[src/rtl/ucsbece154b_branch_resolve.sv]
// ucsbece154b_branch_resolve
// Matches fetch-time predictions, held in a small in-order queue, against
// execute-stage outcomes. It produces the BTB/PHT/GHR update pulses and the
// mispredict redirect, and flushes the queue for one cycle after a mispredict.
// Optional feature: define BRANCH_STATS_EN to add the branch_count_o and
// mispredict_count_o statistics outputs.
module ucsbece154b_branch_resolve #(
    parameter int NUM_BTB_ENTRIES = 32,
    parameter int NUM_GHR_BITS    = 5,
    parameter int QUEUE_DEPTH     = 4
) (
    input  logic                               clk,
    input  logic                               reset_i,
    input  logic                               f_valid_i,
    input  logic [31:0]                        f_pc_i,
    input  logic                               f_taken_i,
    input  logic [31:0]                        f_target_i,
    input  logic [NUM_GHR_BITS-1:0]            f_phtaddr_i,
    output logic                               f_ready_o,
    input  logic                               e_valid_i,
    input  logic [6:0]                         e_op_i,
    input  logic [31:0]                        e_pc_i,
    input  logic                               e_taken_i,
    input  logic [31:0]                        e_target_i,
    output logic                               BTBwe_o,
    output logic [$clog2(NUM_BTB_ENTRIES)-1:0] BTBwriteaddress_o,
    output logic [31:0]                        BTBwritedata_o,
    output logic                               PHTwe_o,
    output logic                               PHTincrement_o,
    output logic [NUM_GHR_BITS-1:0]            PHTwriteaddress_o,
    output logic                               GHRreset_o,
    output logic                               mispredict_o,
    output logic [31:0]                        redirect_pc_o
`ifdef BRANCH_STATS_EN
    ,
    output logic [31:0]                        branch_count_o,
    output logic [31:0]                        mispredict_count_o
`endif
);

    localparam int BTB_IDX_W = $clog2(NUM_BTB_ENTRIES);
    localparam int PTR_W     = $clog2(QUEUE_DEPTH);
    localparam int CNT_W     = PTR_W + 1;

    // RISC-V control-flow opcodes
    localparam logic [6:0] OP_BRANCH = 7'b1100011;
    localparam logic [6:0] OP_JAL    = 7'b1101111;
    localparam logic [6:0] OP_JALR   = 7'b1100111;

    localparam logic [PTR_W-1:0] PTR_ONE  = PTR_W'(1);
    localparam logic [CNT_W-1:0] CNT_ONE  = CNT_W'(1);
    localparam logic [CNT_W-1:0] CNT_FULL = CNT_W'(QUEUE_DEPTH);

    typedef enum logic [0:0] {
        IDLE  = 1'b0,
        FLUSH = 1'b1
    } state_t;

    state_t state_r;
    state_t state_n_s;

    // Prediction record queue
    logic [31:0]             q_pc_r     [QUEUE_DEPTH];
    logic                    q_taken_r  [QUEUE_DEPTH];
    logic [31:0]             q_target_r [QUEUE_DEPTH];
    logic [NUM_GHR_BITS-1:0] q_pht_r    [QUEUE_DEPTH];
    logic [PTR_W-1:0]        wptr_r;
    logic [PTR_W-1:0]        rptr_r;
    logic [CNT_W-1:0]        count_r;

    logic                    idle_s;
    logic                    empty_s;
    logic                    full_s;
    logic                    head_hit_s;
    logic [31:0]             pc_plus4_s;
    logic                    pred_taken_s;
    logic [31:0]             pred_target_s;
    logic [NUM_GHR_BITS-1:0] pred_pht_s;
    logic                    is_branch_s;
    logic                    is_ctrl_s;
    logic                    e_accept_s;
    logic                    target_miss_s;
    logic                    mispredict_s;
    logic                    pop_s;
    logic                    push_s;
    logic                    pht_we_s;
    logic                    btb_we_s;

    // Select the prediction to compare against: queue head on a pc match, else not-taken fall-through
    always_comb begin
        idle_s     = (state_r == IDLE);
        empty_s    = (count_r == {CNT_W{1'b0}});
        full_s     = (count_r == CNT_FULL);
        pc_plus4_s = e_pc_i + 32'd4;
        head_hit_s = !empty_s && (q_pc_r[rptr_r] == e_pc_i);
        if (head_hit_s) begin
            pred_taken_s  = q_taken_r[rptr_r];
            pred_target_s = q_target_r[rptr_r];
            pred_pht_s    = q_pht_r[rptr_r];
        end else begin
            pred_taken_s  = 1'b0;
            pred_target_s = pc_plus4_s;
            pred_pht_s    = {NUM_GHR_BITS{1'b0}};
        end
    end

    // Classify the resolved op and decide mispredict, queue movement and table updates
    always_comb begin
        is_branch_s   = (e_op_i == OP_BRANCH);
        is_ctrl_s     = is_branch_s || (e_op_i == OP_JAL) || (e_op_i == OP_JALR);
        e_accept_s    = e_valid_i && idle_s;
        target_miss_s = e_taken_i && (pred_target_s != e_target_i);
        if (!e_accept_s) begin
            mispredict_s = 1'b0;
        end else if (is_ctrl_s) begin
            mispredict_s = (pred_taken_s != e_taken_i) || target_miss_s;
        end else begin
            mispredict_s = pred_taken_s;
        end
        pop_s    = e_accept_s && head_hit_s;
        // A record offered while full still fits when the head retires in the same cycle
        push_s   = f_valid_i && idle_s && (!full_s || pop_s);
        pht_we_s = e_accept_s && is_branch_s;
        btb_we_s = e_accept_s && is_ctrl_s && target_miss_s;
    end

    assign f_ready_o = idle_s && !full_s && !reset_i;

    // Next-state logic: a mispredict costs exactly one flush cycle
    always_comb begin
        state_n_s = state_r;
        case (state_r)
            IDLE:    state_n_s = mispredict_s ? FLUSH : IDLE;
            FLUSH:   state_n_s = IDLE;
            default: state_n_s = IDLE;
        endcase
    end

    // State register
    always_ff @(posedge clk or posedge reset_i) begin
        if (reset_i) begin
            state_r <= IDLE;
        end else begin
            state_r <= state_n_s;
        end
    end

    // Queue storage; a push coinciding with a mispredict is dropped
    always_ff @(posedge clk or posedge reset_i) begin
        if (reset_i) begin
            for (int i = 0; i < QUEUE_DEPTH; i++) begin
                q_pc_r[i]     <= 32'd0;
                q_taken_r[i]  <= 1'b0;
                q_target_r[i] <= 32'd0;
                q_pht_r[i]    <= {NUM_GHR_BITS{1'b0}};
            end
        end else if (push_s && !mispredict_s) begin
            q_pc_r[wptr_r]     <= f_pc_i;
            q_taken_r[wptr_r]  <= f_taken_i;
            q_target_r[wptr_r] <= f_target_i;
            q_pht_r[wptr_r]    <= f_phtaddr_i;
        end
    end

    // Queue pointers and occupancy; a mispredict empties the queue
    always_ff @(posedge clk or posedge reset_i) begin
        if (reset_i) begin
            wptr_r  <= {PTR_W{1'b0}};
            rptr_r  <= {PTR_W{1'b0}};
            count_r <= {CNT_W{1'b0}};
        end else if (mispredict_s) begin
            wptr_r  <= {PTR_W{1'b0}};
            rptr_r  <= {PTR_W{1'b0}};
            count_r <= {CNT_W{1'b0}};
        end else begin
            if (push_s) begin
                wptr_r <= wptr_r + PTR_ONE;
            end
            if (pop_s) begin
                rptr_r <= rptr_r + PTR_ONE;
            end
            if (push_s && !pop_s) begin
                count_r <= count_r + CNT_ONE;
            end else if (pop_s && !push_s) begin
                count_r <= count_r - CNT_ONE;
            end
        end
    end

    // Registered single-cycle update pulses; every field reads zero when not active
    always_ff @(posedge clk or posedge reset_i) begin
        if (reset_i) begin
            BTBwe_o           <= 1'b0;
            BTBwriteaddress_o <= {BTB_IDX_W{1'b0}};
            BTBwritedata_o    <= 32'd0;
            PHTwe_o           <= 1'b0;
            PHTincrement_o    <= 1'b0;
            PHTwriteaddress_o <= {NUM_GHR_BITS{1'b0}};
            GHRreset_o        <= 1'b0;
            mispredict_o      <= 1'b0;
            redirect_pc_o     <= 32'd0;
        end else begin
            BTBwe_o           <= btb_we_s;
            BTBwriteaddress_o <= btb_we_s ? e_pc_i[BTB_IDX_W+1:2] : {BTB_IDX_W{1'b0}};
            BTBwritedata_o    <= btb_we_s ? e_target_i : 32'd0;
            PHTwe_o           <= pht_we_s;
            PHTincrement_o    <= pht_we_s && e_taken_i;
            PHTwriteaddress_o <= pht_we_s ? pred_pht_s : {NUM_GHR_BITS{1'b0}};
            GHRreset_o        <= mispredict_s;
            mispredict_o      <= mispredict_s;
            redirect_pc_o     <= mispredict_s ? (e_taken_i ? e_target_i : pc_plus4_s) : 32'd0;
        end
    end

`ifdef BRANCH_STATS_EN
    // Wrapping counters of resolved branches and mispredicts
    always_ff @(posedge clk or posedge reset_i) begin
        if (reset_i) begin
            branch_count_o     <= 32'd0;
            mispredict_count_o <= 32'd0;
        end else begin
            if (pht_we_s) begin
                branch_count_o <= branch_count_o + 32'd1;
            end
            if (mispredict_s) begin
                mispredict_count_o <= mispredict_count_o + 32'd1;
            end
        end
    end
`endif

endmodule

[config.mk]
export PLATFORM = sky130hd
export DESIGN_NAME = ucsbece154b_branch_resolve
export DESIGN_NICKNAME = d
export VERILOG_FILES = /design/src/rtl/ucsbece154b_branch_resolve.sv
export SDC_FILE = /design/constraint.sdc
export NUM_CORES = 1
export LEC_CHECK = 0
export ABC_CLOCK_PERIOD_IN_PS = 14500
export BUFFER_PORTS_ARGS = -buffer_cell sky130_fd_sc_hd__buf_4
export CORE_MARGIN = 10
export CORE_UTILIZATION = 30
export CTS_CLUSTER_SIZE = 16
export DETAILED_ROUTE_END_ITERATION = 16
export PLACE_DENSITY = 0.52
export SLEW_MARGIN = 30
export SYNTH_ARGS = -nofsm -noshare
export SYNTH_HDL_FRONTEND = slang
export SYNTH_SLANG_ARGS = --single-unit
[constraint.sdc]
create_clock -name clk -period 14.5 [get_ports clk]
set_clock_uncertainty 0.05 [all_clocks]
set_input_delay 0 -clock clk [delete_from_list [all_inputs] [get_ports clk]]
set_output_delay 0 -clock clk [all_outputs]
set_load 0.01 [all_outputs]
Word level (Yosys, flattened, before mapping)

Cells that the tools add are included.

Register bits after elaboration: 366
Input port bits: 146
Output and inout bits: 80
Logic and storage cells: 117

Equality and inequality tests: 7
$add $sub $neg: 5
Multiplexer cells: 41
Bitwise operators: 3
Magnitude comparators: 3
Reductions and logical operators: 30

Operators by type and width:

| kind                                                     | number |
|---|---|
| two-way mux 32 bit                                       | 9 |
| bitwise mux 128 bit                                      | 2 |
| binary-select mux 32 bit (select 2 bit)                  | 2 |
| demux 32 bit (select 2 bit)                              | 1 |
| adder 32 x 3 -> 32 bit, second input constant            | 1 |
| == test 32 bit                                           | 1 |
| inequality test 32 bit                                   | 1 |
| two-way mux 5 bit                                        | 6 |
| == test 7 bit, second input constant                     | 3 |
| bitwise mux 20 bit                                       | 1 |
| logical AND 1 bit                                        | 16 |
| binary-select mux 5 bit (select 2 bit)                   | 1 |
| demux 5 bit (select 2 bit)                               | 1 |
| two-way mux 3 bit                                        | 3 |
| two-way mux 2 bit                                        | 4 |
| two-way mux 1 bit                                        | 7 |
| greater-or-equal comparator 3 bit, second input constant | 2 |
| logical NOT 1 bit                                        | 6 |
| NOT 2 -> 3 bit                                           | 2 |
| adder 2 x 1 -> 2 bit, second input constant              | 2 |
| bitwise mux 4 bit                                        | 1 |
| logical OR 1 bit                                         | 4 |
| nonzero test 2 bit                                       | 2 |
| adder 3 x 1 -> 3 bit, second input constant              | 1 |
| other kinds (10)                                         | 10 |

Longest topological paths before layout

Gate-level depths: netlist of the first run.

Word-level depth: 14
Mapped depth: 17
Mapped depth without buffers: 12

Worst setup path before layout of the first run

OpenSTA, ideal clock, no wires.

Kind: reg2reg
Start point: register rptr_r[0]
End point: register redirect_pc_o[11]
Clock period less this slack: 4.251 ns
Setup slack: 10.249 ns
Stages on the path, launching flop included: 15
Arrival: 4.082 ns
Data required time: 14.331 ns
Library setup time: 0.119 ns
Buffers on the path: 3
Cell sequence: dfrtp_1 buf_6 mux4_2 xnor2_1 o21ai_0 or4_1 nor4_4 buf_6 mux2i_1 xor2_1 nand2_1 or4_4 o31ai_4 buf_6 nor3_1

Word-level cells in the longest chain between the ends: 13
Elaborated cells between the ends (all ways): 21
Classes of those cells: eq/ne (3); mux (14); bitwise (1); reduce/logical (3)

Ends and longest elaborated chain:

| what                                                  | RTL line   | source |
|---|---|---|
| start, declared                                       | 68         | `logic [PTR_W-1:0] rptr_r;` |
| start signal, assigned                                | 169        | `rptr_r <= {PTR_W{1'b0}};` |
| start signal, assigned                                | 173        | `rptr_r <= {PTR_W{1'b0}};` |
| start signal, assigned                                | 180        | `rptr_r <= rptr_r + PTR_ONE;` |
| NOT 2 -> 3 bit (not written as such) (*)              | 95, 97, 98 |  |
| binary-select mux 32 bit (select 2 bit)               | 95         | `head_hit_s = !empty_s && (q_pc_r[rptr_r] == e_pc_i);` |
| two-way mux 32 bit (not written as such) (2 in a row) | 95         |  |
| == test 32 bit                                        | 95         |  |
| logical AND 1 bit                                     | 95         |  |
| two-way mux 32 bit                                    | 96         | `if (head_hit_s) begin` |
| inequality test 32 bit                                | 112        | `target_miss_s = e_taken_i && (pred_target_s != e_target_i);` |
| logical AND 1 bit                                     | 112        |  |
| logical OR 1 bit                                      | 116        | `mispredict_s = (pred_taken_s != e_taken_i) \|\| target_miss_s;` |
| two-way mux 1 bit (*)                                 | 115        | `end else if (is_ctrl_s) begin` |
| two-way mux 1 bit (*)                                 | 113        | `if (!e_accept_s) begin` |
| two-way mux 32 bit (*)                                | 211        | `redirect_pc_o <= mispredict_s ? (e_taken_i ? e_target_i : pc_plus4_s) : 32'd0;` |
| end signal, assigned                                  | 211        |  |
| end, declared                                         | 33         | `output logic [31:0] redirect_pc_o` |

Every way passes the cells marked *; elsewhere a longest branch is shown, timed or not. The select of a mux whose other input is x is not followed.
A chain may end at the register's enable or synchronous reset.

Final worst setup path of the first run

Start point: register rptr_r[0]
End point: register redirect_pc_o[16]

The elaborated chain is that of the path after synthesis.

==> results of run 1 <==
-- power by group --
part,internal (mW),leakage [nW],switching [mW]
clock,0.648,0.682,0.420
combinational,0.715,4.66,0.485
sequential,1.43,4.50,0.205
-- placed cells by master (no fill, tap or decap), drive strengths merged, types with 3 or more instances in the layout --
master and instances:
nand2b 3, dfrtp 366, buf 241, mux2 283
ha 5, a211oi 3, mux4 66, nand3 18
a22oi 5, inv 17, and3 7, o21a 3
mux2i 36, a21oi 19, clkbuf 65, nand4 27
clkinv 5, nor2 72, xnor2 66, and4 7
nand2 26, nor2b 16, dlygate4sd3 139, nor4 12
and2 42, or4 4, nor3 20, o21ai 8
xor2 35, diode 6, or3 4
-- kinds of logic after synthesis --
logic type	count (synthesis)	synth area share, %
multiplexers	385	28.8
flip-flops	366	52.3
AND/OR/NAND/NOR	265	8.20
XOR/XNOR	104	5.45
buffers and inverters	87	2.89
AO/OA/AOI/OAI	46	1.87
adder cells (fa/ha/maj)	6	0.472
-- routing by layer --
layer  vias up  GRT usage (%)  wire length, microns
met5         -              0                    72
met1      5969           20.9                 24000
li1       5246              -                     -
met2       332           25.5                 25900
met3        93           3.89                  3450
met4        10           4.74                  1500
-- state kept, by name (all words and copies together) (netlist names), 4 cells and up --
signal,flops
q_target_r,128
redirect_pc_o,32
q_taken_r,4
BTBwriteaddress_o,5
q_pht_r,20
q_pc_r,128
BTBwritedata_o,32
PHTwriteaddress_o,5
-- worst max-delay path: stages, from the launching register on --
cell and delay, ns:
sky130_fd_sc_hd__dfrtp_4 0.83, sky130_fd_sc_hd__buf_4 0.76, sky130_fd_sc_hd__inv_1 0.21, sky130_fd_sc_hd__mux2i_1 0.19
sky130_fd_sc_hd__or4_1 0.58, sky130_fd_sc_hd__nor4_4 0.86, sky130_fd_sc_hd__mux2i_1 0.30, sky130_fd_sc_hd__xor2_1 0.18
sky130_fd_sc_hd__nand2_1 0.16, sky130_fd_sc_hd__or4_4 0.58, sky130_fd_sc_hd__o31ai_4 0.51, sky130_fd_sc_hd__buf_4 0.41
sky130_fd_sc_hd__a21oi_1 0.07, sky130_fd_sc_hd__dlygate4sd3_1 0.57
-- Yosys cell counts, types with 4 or more instances --
| cell | number | area, sq um |
|---|---|---|
| sky130_fd_sc_hd__buf_2 | 9 | 45.0 |
| sky130_fd_sc_hd__nor3_1 | 20 | 100 |
| sky130_fd_sc_hd__nor2b_1 | 16 | 100 |
| sky130_fd_sc_hd__or3_1 | 4 | 25.0 |
| sky130_fd_sc_hd__mux4_2 | 66 | 1490 |
| sky130_fd_sc_hd__mux2i_1 | 36 | 360 |
| sky130_fd_sc_hd__xnor2_1 | 66 | 578 |
| sky130_fd_sc_hd__nor2_1 | 72 | 270 |
| sky130_fd_sc_hd__inv_1 | 16 | 60.1 |
| sky130_fd_sc_hd__a22oi_2 | 4 | 50.1 |
| sky130_fd_sc_hd__dfrtp_1 | 366 | 9160 |
| sky130_fd_sc_hd__xor2_1 | 35 | 307 |
| sky130_fd_sc_hd__a21oi_1 | 19 | 95.1 |
| sky130_fd_sc_hd__mux2_2 | 283 | 3190 |
| sky130_fd_sc_hd__nor4_1 | 10 | 62.6 |
| sky130_fd_sc_hd__and2_1 | 42 | 263 |
| sky130_fd_sc_hd__nand2_1 | 26 | 97.6 |
| sky130_fd_sc_hd__and4_1 | 7 | 61.3 |
| sky130_fd_sc_hd__nand3_1 | 18 | 90.1 |
| sky130_fd_sc_hd__buf_6 | 6 | 67.6 |
| sky130_fd_sc_hd__ha_1 | 5 | 62.6 |
| sky130_fd_sc_hd__o21ai_0 | 8 | 40.0 |
| sky130_fd_sc_hd__clkbuf_1 | 19 | 71.3 |
| sky130_fd_sc_hd__and3_1 | 7 | 43.8 |
| sky130_fd_sc_hd__nand4_1 | 27 | 169 |
| sky130_fd_sc_hd__buf_4 | 32 | 240 |
-- worst min path at each step --
stage,end,from,cells past startpoint
6_report,BTBwe_o$_DFF_PP0_,e_valid_i,4
5_1_grt,rptr_r[0]$_DFFE_PP0P_,e_valid_i,4
3_3_place_gp,BTBwritedata_o[4]$_DFF_PP0_,e_target_i[4],2
4_1_cts,BTBwe_o$_DFF_PP0_,e_valid_i,4
3_5_place_dp,BTBwritedata_o[4]$_DFF_PP0_,e_target_i[4],2
2_1_floorplan,f_ready_o,reset_i,1
-- cell type report --
cell class	instances	area [sq um]	share of cell area, %
Antenna cell	6	15.0	0.0662
Clock buffer	65	1300	5.74
Clock inverter	6	80.1	0.353
Inverter	18	82.6	0.364
Multi-Input combinational cell	806	7850	34.6
Sequential cell	366	9170	40.4
Tap cell	765	957	4.22
Timing Repair Buffer	380	3220	14.2
-- through the flow --
step / utilization [%] / worst slack (ns) / hold WS (ns) / area, sq um / cells
floorplan: - / 4.29 / 0.000262 / 17500 / 1259
global placement: 34.4 / 8.28 / 0.205 / 19900 / 2195
detailed placement: 34.4 / 8.16 / 0.202 / 19900 / 2196
CTS: 39.3 / 7.92 / 0.000960 / 22600 / 2406
global route: 39.3 / 7.62 / 0.0381 / 22700 / 2411
finish: 39.3 / 8.00 / 0.0293 / 22700 / 2412
==> impl_metrics.py, run 1 <==
metrics = {
    "outcome": {
        "status": "finished, final reports clean",
    },
    "logic_synthesis": {
        "synth_area_per_cell_sq_um": 13.9,
        "yosys_most_used_dff": "sky130_fd_sc_hd__dfrtp_1",
        "synth_enable_flop_cells": 0,
        "synth_fp_nets": 1411,
        "post_synth_inst_count": 1259,
        "async_flop_share_pct": 100,
        "syn-cell-area_sq_um": 17500,
        "yosysSeqAreaShare_pct": 52.3,
        "ys_warn_count": 0,
        "synth.distinct_cells": 52,
        "ys_seq_elements": 366,
    },
    "cts": {
        "cts.hold.buffers_added": 139,
        "clk_pin_slew_worst_paths_ns": 0.06,
        "cts_max_level": 2,
        "ctsResizeCount": 0,
        "cts-buffers-inserted": 42,
        "tritoncts_num_sinks": 366,
        "clock_tree.buffer_depth": 3,
        "tritoncts": "done",
        "clock_insertion_delay_worst_skew_ns": 0.56,
        "post_cts.repair.setup_buffers": 0,
        "clk_root_buffer_cell": "sky130_fd_sc_hd__clkbuf_16",
    },
    "worst_setup_path": {
        "worst-endpoint-arrival_ns": 6.88,
        "critical_path.reg2reg.endpoint": "redirect_pc_o[16]$_DFF_PP0_",
        "worstSetupEndpointType": "flop",
        "worst-r2r-cell-count": 13,
        "critPathRequiredTime_ns": 14.88,
        "timing.critical_path.to": "redirect_pc_o[16]$_DFF_PP0_",
        "critical_path.reg2reg.startpoint": "rptr_r[0]$_DFFE_PP0P_",
        "worstSetupStartpoint": "rptr_r[0]$_DFFE_PP0P_",
        "rrSetupSlack_ns": 8.00,
        "worstSetupStartpointType": "flop",
        "cp_max_fo": 43,
        "setup.worst_path.class": "reg2reg",
    },
    "die": {
        "die_width_microns": 261,
        "floorplan.initialDensity_pct": 30.3,
        "floorplan.die_area_sq_um": 68400,
        "core_area_sq_um": 57700,
        "core.rowCount": 88,
        "io_pins": 226,
        "fp.dieH_microns": 261,
    },
    "sta": {
        "worst-slew-pin-transition_ns": 0.972,
        "finalMaxSlewViolations": 0,
        "rsz0062_at_grt": "no",
        "timing.final.hold_violations": 0,
        "max_slew_headroom_at_the_worst_pin_pct": 34.7,
        "finalSetupViolCount": 0,
        "fmaxAchievable_mhz": 154,
        "timing.final.crit_period_ns": 6.50,
        "setup-tns-final_ns": 0,
        "fin_crit_sh_pct": 44.8,
    },
    "route": {
        "route.vias.total": 11700,
        "dr.pass1.iters": 5,
        "detail_route.drc_violations": 0,
        "wl_per_cell_microns": 22.8,
        "postRouteWirelength_mm": 54.9,
        "viasPerCell": 4.83,
        "antenna_left": 0,
        "drt_first_iter_violations": 633,
    },
    "placed_design": {
        "routabilityCongestion": 0.854,
        "detailedPlacementHpwl_mm": 38.8,
        "port_buffers": 225,
    },
    "flow_run": {
        "cap_viol_max_count": 0,
    },
    "global_routing": {
        "maximum_number_of_pins_on_one_net_before_global_route_repair": 154,
        "initial_antenna_violation_count": 12,
        "first_pass_grt_wire_length_mm": 81.2,
        "global_route.overflow_total": 0,
        "groute.usage.overall_pct": 15.9,
        "vias_in_the_first_global_route": 12400,
    },
    "power": {
        "pwr_density_cell_nw_per_um2": 172,
        "power_leakage_nw": 9.85,
        "tot_pwr_mw": 3.91,
        "ir_worst_vdd_uv": 78.7,
    },
    "finish": {
        "finish.net_count": 1766,
        "post_route_cells_drive_above_1_share_pct": 41.0,
        "fillers": 5572,
        "syn_to_final_growth_pct": 29.6,
    },
    "hold_path": {
        "hold_path.class": "in2reg",
    },
}
Note: power is estimated with default switching activity, not from simulation.
==> run 2: changes to the inputs <==
Settings changed: ABC_CLOCK_PERIOD_IN_PS 14500 to 5250, PLACE_DENSITY 0.52 to 0.54.
Clock period 14.5 ns to 5.25 ns, I/O delays scaled along.
==> impl_metrics.py, run 2 (synthesized netlist as in run 1, its figures left out) <==
metrics = {
    "outcome": {
        "status": "finished, final reports clean",
    },
    "worst_setup_path": {
        "worstSetupEndpointType": "flop",
        "critical_path.reg2reg.endpoint": "q_target_r[114]$_DFFE_PP0P_",
        "cp.depth": 14,
        "worst_path_dominant_cell_family": "simple AND/OR/NAND/NOR gates",
        "cp_max_fo": 42,
        "crit_path_frequent_cell": "sky130_fd_sc_hd__buf_12",
        "path_cells": "buf_12 > mux4_2 > xnor2_1 > o21ai_0 > or4_1 > nor4_4 > buf_12 > mux2i_1 > xor2_1 > o2111ai_1 > nor4_4 > a22oi_2 > buf_12 > mux2_2",
        "worst-r2r-cell-count": 14,
        "setup.worst_path.class": "reg2reg",
        "worst-endpoint-arrival_ns": 5.32,
        "max_stage_delay_ns": 0.59,
        "worstSetupStartpoint": "rptr_r[0]$_DFFE_PP0P_",
        "worstSetupStartpointType": "flop",
        "crit_path_top_delay_cell": "sky130_fd_sc_hd__dfrtp_4",
        "critical_path.n_buffers_inverters": 3,
        "rrSetupSlack_ns": 0.32,
        "timing.critical_path.to": "q_target_r[114]$_DFFE_PP0P_",
        "critical_path.reg2reg.startpoint": "rptr_r[0]$_DFFE_PP0P_",
        "critPathRequiredTime_ns": 5.64,
    },
    "sta": {
        "max_slew_headroom_at_the_worst_pin_pct": 37.5,
        "timing.final.crit_period_ns": 4.93,
        "finalSetupViolCount": 0,
        "setup-tns-final_ns": 0,
        "fmaxAchievable_mhz": 203,
        "fin_crit_sh_pct": 93.9,
        "worst-slew-pin-transition_ns": 0.934,
        "rsz0062_at_grt": "no",
        "timing.final.hold_violations": 0,
        "finalMaxSlewViolations": 0,
    },
    "cts": {
        "cts-buffers-inserted": 42,
        "clk_pin_slew_worst_paths_ns": 0.06,
        "tritoncts": "done",
        "clk_root_buffer_cell": "sky130_fd_sc_hd__clkbuf_16",
        "ctsResizeCount": 0,
        "tritoncts_num_sinks": 366,
        "clock_insertion_delay_worst_skew_ns": 0.57,
        "cts_max_level": 2,
        "cts.hold.buffers_added": 141,
        "post_cts.repair.setup_buffers": 0,
        "clock_tree.buffer_depth": 3,
    },
    "global_routing": {
        "vias_in_the_first_global_route": 12600,
        "global_route.overflow_total": 0,
        "maximum_number_of_pins_on_one_net_before_global_route_repair": 181,
        "groute.usage.overall_pct": 16.0,
        "initial_antenna_violation_count": 12,
        "first_pass_grt_wire_length_mm": 81.9,
    },
    "route": {
        "postRouteWirelength_mm": 55.0,
        "detail_route.drc_violations": 0,
        "dr.pass1.iters": 5,
        "antenna_left": 0,
        "wl_per_cell_microns": 22.7,
        "route.vias.total": 11800,
        "drt_first_iter_violations": 679,
        "viasPerCell": 4.86,
    },
    "placed_design": {
        "detailedPlacementHpwl_mm": 39.4,
        "port_buffers": 225,
        "placed_cells_incl_taps": 2210,
        "routabilityCongestion": 0.873,
    },
    "finish": {
        "storage_element_area_sq_um": 9170,
        "most_common_library_cell_in_the_layout_ignoring_fill_and_taps": "sky130_fd_sc_hd__dfrtp_1",
        "multi_input_area_sq_um": 7840,
        "post_route_cells_drive_above_1_share_pct": 41.7,
        "syn_to_final_growth_pct": 31.6,
        "top_flop_regs": "q_pc_r x128, q_target_r x128",
        "mostFrequentLayoutCells": "364 x sky130_fd_sc_hd__dfrtp_1, 283 x sky130_fd_sc_hd__mux2_2, 239 x sky130_fd_sc_hd__buf_4, 142 x sky130_fd_sc_hd__dlygate4sd3_1, 72 x sky130_fd_sc_hd__nor2_1",
        "finish.net_count": 1786,
        "fillers": 5466,
        "fin_cells": 2429,
    },
    "die": {
        "core_area_sq_um": 57700,
        "die_width_microns": 261,
        "core.rowCount": 88,
        "floorplan.initialDensity_pct": 30.3,
        "floorplan.die_area_sq_um": 68400,
        "io_pins": 226,
        "fp.dieH_microns": 261,
    },
    "power": {
        "pwr_density_cell_nw_per_um2": 474,
        "power_leakage_nw": 10.0,
        "ir_worst_vdd_uv": 270,
    },
    "hold_path": {
        "hold_path.class": "in2reg",
    },
    "flow_run": {
        "cap_viol_max_count": 0,
    },
}
[run 2: cell types whose count changed in the layout (fill, tap and decap cells not counted), sizes merged]
cell,before,now
buf,241,258
clkbuf,65,59
diode,6,3
dlygate4sd3,139,142
inv,17,20
bufinv,2,3
clkinv,5,6
clkinvlp,0,1
[run 2: cell type report]
type	instances	area share, %
sequential	366	39.8
inverter	18	0.321
timing repair buffer	400	15.6
multi-input combinational	806	34.1
antenna	3	0.0326
clock buffer	59	5.37
tap	765	4.16
clock inverter	12	0.636
[run 2: worst reg2reg max path: cells and delay by family (launching register included)]
family / cells / cell delay (ns)
simple gates: 3 / 1.39
mux: 3 / 1.10
flops: 1 / 0.59
buf+inv: 3 / 0.66
compound gates: 3 / 0.52
xor+xnor: 2 / 0.52
[run 2: how the worst min path moves through the flow]
stage	startpoint	end	slack, ns	cells past startpoint
floorplan	reset_i	f_ready_o	0.0003	1
global placement	reset_i	count_r[2]$_DFFE_PP0P_	0.21	2
detailed placement	f_pc_i[26]	q_pc_r[58]$_DFFE_PP0P_	0.22	2
CTS	e_pc_i[14]	redirect_pc_o[15]$_DFF_PP0_	0.02	5
global route	e_pc_i[24]	redirect_pc_o[24]$_DFF_PP0_	0.05	5
finish	e_pc_i[24]	redirect_pc_o[24]$_DFF_PP0_	0.03	5
[run 2: routing by layer]
| metal | share of wire (%) | global-route usage [%] | up-vias |
|---|---|---|---|
| li1 | - | - | 5301 |
| met1 | 45 | 21.3 | 6064 |
| met2 | 47 | 25.5 | 336 |
| met3 | 5.7 | 3.30 | 97 |
| met4 | 2.7 | 5.27 | 16 |
| met5 | 0.16 | 0 | - |
[run 2: where the power goes]
part           switching, mW  internal (mW)
Sequential             0.561           3.96
Combinational           1.38           2.05
Clock                   1.17           1.78
Total                   3.11           7.80
[run 2: through the flow]
step / util, % / power [mW] / instance area (sq um) / hold WS (ns) / setup WS [ns]
final: 39.9 / 10.9 / 23000 / 0.0345 / 0.318
after floorplan: - / 6.96 / 17500 / 0.000262 / 0.290
after CTS: 39.8 / 11.0 / 22900 / 0.0150 / 0.316
after global routing: 39.9 / 11.5 / 23000 / 0.0534 / 0.0189
after global placement: 34.9 / 7.81 / 20200 / 0.210 / 0.457
after detailed placement: 34.9 / 7.94 / 20200 / 0.216 / 0.331
